===== src/rtl/mem_port_arbiter.sv =====
// Shares one single-ported 16-bit memory between the fetch and load/store ports.
// Load/store has priority unless fetch has been denied STARVE_LIMIT times in a row.
module mem_port_arbiter #(
   parameter int RD_LATENCY   = 1,
   parameter int STARVE_LIMIT = 3
) (
   input  logic        clk,
   input  logic        reset,
   input  logic        i_if_rd,
   input  logic [15:0] i_if_addr,
   output logic        o_if_wait,
   output logic [15:0] o_if_rddata,
   output logic        o_if_rdvalid,
   input  logic        i_ls_rd,
   input  logic        i_ls_wr,
   input  logic [15:0] i_ls_addr,
   input  logic [15:0] i_ls_wrdata,
   output logic        o_ls_wait,
   output logic [15:0] o_ls_rddata,
   output logic        o_ls_rdvalid,
   output logic [15:0] o_mem_addr,
   output logic        o_mem_rd,
   output logic        o_mem_wr,
   output logic [15:0] o_mem_wrdata,
   input  logic [15:0] i_mem_rddata,
   output logic [15:0] o_conflict_cnt,
   output logic [1:0]  o_last_grant
);

   typedef enum logic [1:0] {
      LAST_NONE = 2'd0,
      LAST_IF   = 2'd1,
      LAST_LS   = 2'd2
   } last_e;

   localparam logic [3:0] STARVE_MAX = 4'(STARVE_LIMIT);

   logic                  ifq;
   logic                  lsq;
   logic                  grant_if;
   logic                  grant_ls;

   logic [RD_LATENCY-1:0] pipe_vld_q;
   logic [RD_LATENCY-1:0] pipe_vld_d;
   logic [RD_LATENCY-1:0] pipe_port_q;
   logic [RD_LATENCY-1:0] pipe_port_d;
   logic [3:0]            starve_cnt_q;
   logic [3:0]            starve_cnt_d;
   logic [15:0]           conflict_cnt_q;
   logic [15:0]           conflict_cnt_d;
   last_e                 last_q;
   last_e                 last_d;

   // Arbitration; nothing is granted while reset is high.
   always_comb begin
      ifq      = i_if_rd;
      lsq      = i_ls_rd | i_ls_wr;
      grant_if = 1'b0;
      grant_ls = 1'b0;
      if (reset) begin
         grant_if = 1'b0;
         grant_ls = 1'b0;
      end else if (ifq && lsq) begin
         if (starve_cnt_q == STARVE_MAX) begin
            grant_if = 1'b1;
         end else begin
            grant_ls = 1'b1;
         end
      end else begin
         grant_if = ifq;
         grant_ls = lsq;
      end
   end

   // Waits and memory strobes; a load/store with both rd and wr is a write.
   always_comb begin
      o_if_wait    = ifq & ~grant_if;
      o_ls_wait    = lsq & ~grant_ls;
      o_mem_addr   = 16'h0000;
      o_mem_rd     = 1'b0;
      o_mem_wr     = 1'b0;
      o_mem_wrdata = 16'h0000;
      if (grant_if) begin
         o_mem_addr = i_if_addr;
         o_mem_rd   = 1'b1;
      end else if (grant_ls) begin
         o_mem_addr   = i_ls_addr;
         o_mem_wr     = i_ls_wr;
         o_mem_rd     = i_ls_rd & ~i_ls_wr;
         o_mem_wrdata = i_ls_wrdata;
      end else begin
         o_mem_rd = 1'b0;
      end
   end

   // Next-state for the response pipe, starvation, conflict and last-grant registers.
   always_comb begin
      pipe_vld_d     = {RD_LATENCY{1'b0}};
      pipe_port_d    = {RD_LATENCY{1'b0}};
      pipe_vld_d[0]  = o_mem_rd;
      pipe_port_d[0] = grant_ls;
      for (int i = 1; i < RD_LATENCY; i++) begin
         pipe_vld_d[i]  = pipe_vld_q[i-1];
         pipe_port_d[i] = pipe_port_q[i-1];
      end

      starve_cnt_d = 4'd0;
      if (ifq && grant_ls) begin
         if (starve_cnt_q < STARVE_MAX) begin
            starve_cnt_d = starve_cnt_q + 4'd1;
         end else begin
            starve_cnt_d = starve_cnt_q;
         end
      end else begin
         starve_cnt_d = 4'd0;
      end

      conflict_cnt_d = conflict_cnt_q;
      if (ifq && lsq && (conflict_cnt_q != 16'hFFFF)) begin
         conflict_cnt_d = conflict_cnt_q + 16'd1;
      end else begin
         conflict_cnt_d = conflict_cnt_q;
      end

      case ({grant_if, grant_ls})
         2'b10:   last_d = LAST_IF;
         2'b01:   last_d = LAST_LS;
         default: last_d = LAST_NONE;
      endcase
   end

   // State registers with synchronous reset.
   always_ff @(posedge clk) begin
      if (reset) begin
         pipe_vld_q     <= {RD_LATENCY{1'b0}};
         pipe_port_q    <= {RD_LATENCY{1'b0}};
         starve_cnt_q   <= 4'd0;
         conflict_cnt_q <= 16'd0;
         last_q         <= LAST_NONE;
      end else begin
         pipe_vld_q     <= pipe_vld_d;
         pipe_port_q    <= pipe_port_d;
         starve_cnt_q   <= starve_cnt_d;
         conflict_cnt_q <= conflict_cnt_d;
         last_q         <= last_d;
      end
   end

   // Response routing from the pipe tail; port bit 1 marks a load.
   always_comb begin
      o_if_rddata    = i_mem_rddata;
      o_ls_rddata    = i_mem_rddata;
      o_if_rdvalid   = pipe_vld_q[RD_LATENCY-1] & ~pipe_port_q[RD_LATENCY-1] & ~reset;
      o_ls_rdvalid   = pipe_vld_q[RD_LATENCY-1] &  pipe_port_q[RD_LATENCY-1] & ~reset;
      o_conflict_cnt = conflict_cnt_q;
      o_last_grant   = last_q;
   end

endmodule


===== config.mk =====
export PLATFORM = sky130hd
export DESIGN_NAME = mem_port_arbiter
export DESIGN_NICKNAME = d
export VERILOG_FILES = /design/src/rtl/mem_port_arbiter.sv
export SDC_FILE = /design/constraint.sdc
export NUM_CORES = 1
export LEC_CHECK = 0
export BUFFER_PORTS_ARGS = -buffer_cell sky130_fd_sc_hd__buf_4
export CORE_ASPECT_RATIO = 0.75
export CORE_MARGIN = 8
export CORE_UTILIZATION = 34
export CTS_CLUSTER_SIZE = 10
export DETAILED_ROUTE_END_ITERATION = 10
export HOLD_SLACK_MARGIN = 0.1
export PLACE_DENSITY = 0.78
export SYNTH_ARGS = -nofsm -noshare
export SYNTH_HDL_FRONTEND = slang
export SYNTH_SLANG_ARGS = --single-unit

===== constraint.sdc =====
create_clock -name clk -period 1.65 [get_ports clk]
set_clock_uncertainty 0.05 [all_clocks]
set_input_delay 0.2475 -clock clk [delete_from_list [all_inputs] [get_ports clk]]
set_output_delay 0.2475 -clock clk [all_outputs]
set_load 0.01 [all_outputs]

==> results.toml <==
[worst_setup_path]
cp.arrival_ns = 1.66
critPathSlowestCell = "dfxtp_2"
max_stage_delay_ns = 0.36
path_cells = "ha_4 > nand3_2 > nor3b_4 > buf_6 > buf_12 > a22o_1 > buf_6"
worstPathBufferInverterCount = 3
worstSetupPathType = "flop to output pin"
critPathCapture = "o_mem_addr[7]"
worstPathMaxFanout = 8
r2r_cells = 8
cp-start-kind = "flop"
r2r_start = "o_conflict_cnt[1]$_SDFFE_PP0P_"
critPathRequiredTime_ns = 1.35
r2r_setup_slack_ns = -0.18
cpMostUsedCell = "buf_6"
critPathTopFamily = "buffers and inverters"
crit_cells = 7
critPathCaptureType = "output pin"
critPathLaunch = "starve_cnt_q[0]$_SDFFE_PP0N_"
reg2reg_to = "o_conflict_cnt[9]$_SDFFE_PP0P_"

[global_routing]
antenna_found_initial = 0
met2_usage_pct = 28.8
grt_max_degree = 21
grt_overflow = 0
use_met3_pct = 7.34
grt_usage_pct = 16.4
grt_pass1_vias = 2094
grt_pass1_wl_mm = 10.5
busiest_layer = "met2"
met1_usage_pct = 17.8

[timing]
tns_ns = -8.07
clock.fmax_mhz = 512
setup_viol = 42
tightest_slew_ns = 0.532
finalMaxSlewViolations = 0
finalHoldViolCount = 0
min_period_over_period_pct = 118
setup_slack_ns = -0.303
rsz0062_at_grt = "true"
min_period_ns = 1.95
holdWs_ns = 0.190
slew_headroom_pct = 64.1

[synth]
synth.yosys.warnings = 0
netlist_instances = 199
synthArstFlopShare_pct = 0
synthFlopType = "dfxtp_1"
syn-cell-area_um2 = 1690
ys_ff_latch = 24
yosys.area.top_type = "dfxtp_1"
ys_top_cells_by_area = "dfxtp_1 28%, buf_4 14%, a22o_1 8.3%, and2_1 5.9%, a21oi_1 4.7%"
ys_types = 45
syn_avg_cell_area_um2 = 8.51
seq_area_frac_synth_pct = 28.4
synth_edf_count = 0
synthesis.nets = 270
yosys.area.top_type_share_pct = 28.4

[floorplanning]
die_y_um = 77.1
start_util_pct = 35.0
ioPinCount = 157
die-area_um2 = 7520
coreArea_um2 = 4840
fp-row-count = 22
die_x_um = 97.5

[cts]
numCtsBuffers = 3
cts_tree = "done"
hold_buffers = 0
clk_latency_ns = 0.27
cts.htree.levels = 1
clockRootBuffer = "clkbuf_8"
clock_sinks = 24
clk_path_buf_depth = 2
path_clk_slew_ns = 0.09

[outcome]
status = "finished with violations"
violations = "setup timing"

[hold_path]
hold_class = "input pin to flop"
hold_depth = 2

[placed_design]
dp_slack_ns = -0.0994
place_congestion = 0.790
dp_hpwl_mm = 4.93
port_buffers = 108

[job]
drv_cap = 0

[final_layout]
post-route-util_pct = 62.9
drive_gt1_share_pct = 67.7
syn_to_final_growth_pct = 79.8
n_fill_cell = 385
n_antenna_cell = 0
nets = 391

[detailed_routing]
via_per_inst = 5.35
routed_wl_mm = 7.08
vias = 2027
wire_per_inst_um = 18.7
first_pass_iters = 4
drtIter0Drc = 143
drc_errors = 0
ant_nets = 0

[power]
leakage_nw = 1.39
powerDensity_nw_per_um2 = 451
ir_drop_mv = 0.553
power_mw = 1.38
layout by cell type (no fill, tap or decap), types with 4 or more instances in the layout:
master   instances
a21oi_1         10
a21oi_2          5
a22o_1          16
and2_1          16
buf_4          133
buf_6           22
dfxtp_1         11
dfxtp_2          8
dfxtp_4          5
nand2_1          5
nor2_1           4
o31ai_1          4
or4_1            4
cell usage after synthesis (2+ instances only):
cell,count
nand3_1,6
o21ai_0,3
buf_1,2
ha_1,2
nand2_1,5
nand4_1,2
nor3b_2,2
mux2_1,2
nor2b_1,3
buf_6,2
inv_1,3
nor3_1,3
nor3b_1,2
o31ai_1,7
and4_1,2
buf_4,32
dfxtp_1,24
nor4_1,2
nand3b_1,2
buf_2,2
or3_1,2
and3_1,5
a21oi_1,16
and2_1,16
nor2_1,8
clkbuf_1,4
or4_1,7
a22o_1,16
worst min path at each step:
stage	start	end
finish	reset	pipe_vld_q$_SDFF_PP0_
global placement	starve_cnt_q[2]$_SDFFE_PP0N_	starve_cnt_q[2]$_SDFFE_PP0N_
global route	reset	starve_cnt_q[1]$_SDFFE_PP0N_
CTS	reset	starve_cnt_q[0]$_SDFFE_PP0N_
floorplan	i_if_rd	starve_cnt_q[0]$_SDFFE_PP0N_
detailed placement	i_mem_rddata[10]	o_if_rddata[10]
flip-flops by register name, indices dropped and copies added, names as in the netlist:
name and flops:
o_conflict_cnt 16, starve_cnt_q 4, o_last_grant 2, pipe_port_q 1
pipe_vld_q 1
layer usage:
metal | routed length [um] | share of wire, % | vias up
met5 | 0 | 0 | -
met4 | 152 | 2.1 | 0
li1 | - | - | 946
met1 | 2680 | 38 | 956
met3 | 671 | 9.5 | 19
met2 | 3580 | 51 | 106
report_power, final:
part / switching [mW] / total, mW / internal, mW
Combinational: 0.164 / 0.421 / 0.257
Clock: 0.189 / 0.362 / 0.173
Sequential: 0.00823 / 0.592 / 0.584
metrics by stage:
step                      instances  instance area (um^2)
after global placement          363                  2650
after floorplan                 199                  1760
after global routing            379                  3050
final                           379                  3050
after CTS                       378                  2940
after detailed placement        363                  2650
timing repair:
item,in CTS,in global routing
resized for setup,41,32
setup endpoints to repair,45,49
cloned,2,0
setup buffers,29,2
pin swaps,23,25
area by class of cell:
| type | count | area, um^2 | share of cell area (%) |
|---|---|---|---|
| Timing Repair Buffer | 158 | 1300 | 42.6 |
| Tap cell | 60 | 75.1 | 2.46 |
| Multi-Input combinational cell | 130 | 1110 | 36.3 |
| Sequential cell | 24 | 509 | 16.7 |
| Clock buffer | 4 | 45.0 | 1.48 |
| Inverter | 3 | 11.3 | 0.370 |
kinds of logic (layout without fill, tap and decap cells):
kind of cell	count (synthesis)	in the layout	share of synthesized area [%]
adders and majority gates	2	2	1.48
DFF	24	24	28.4
AOI/OAI and AO/OA	52	52	22.1
and+or+nand+nor	73	73	28.1
buffers and inverters	45	165	18.1
muxes	3	3	1.92
Note: power is estimated with default switching activity, not from simulation.
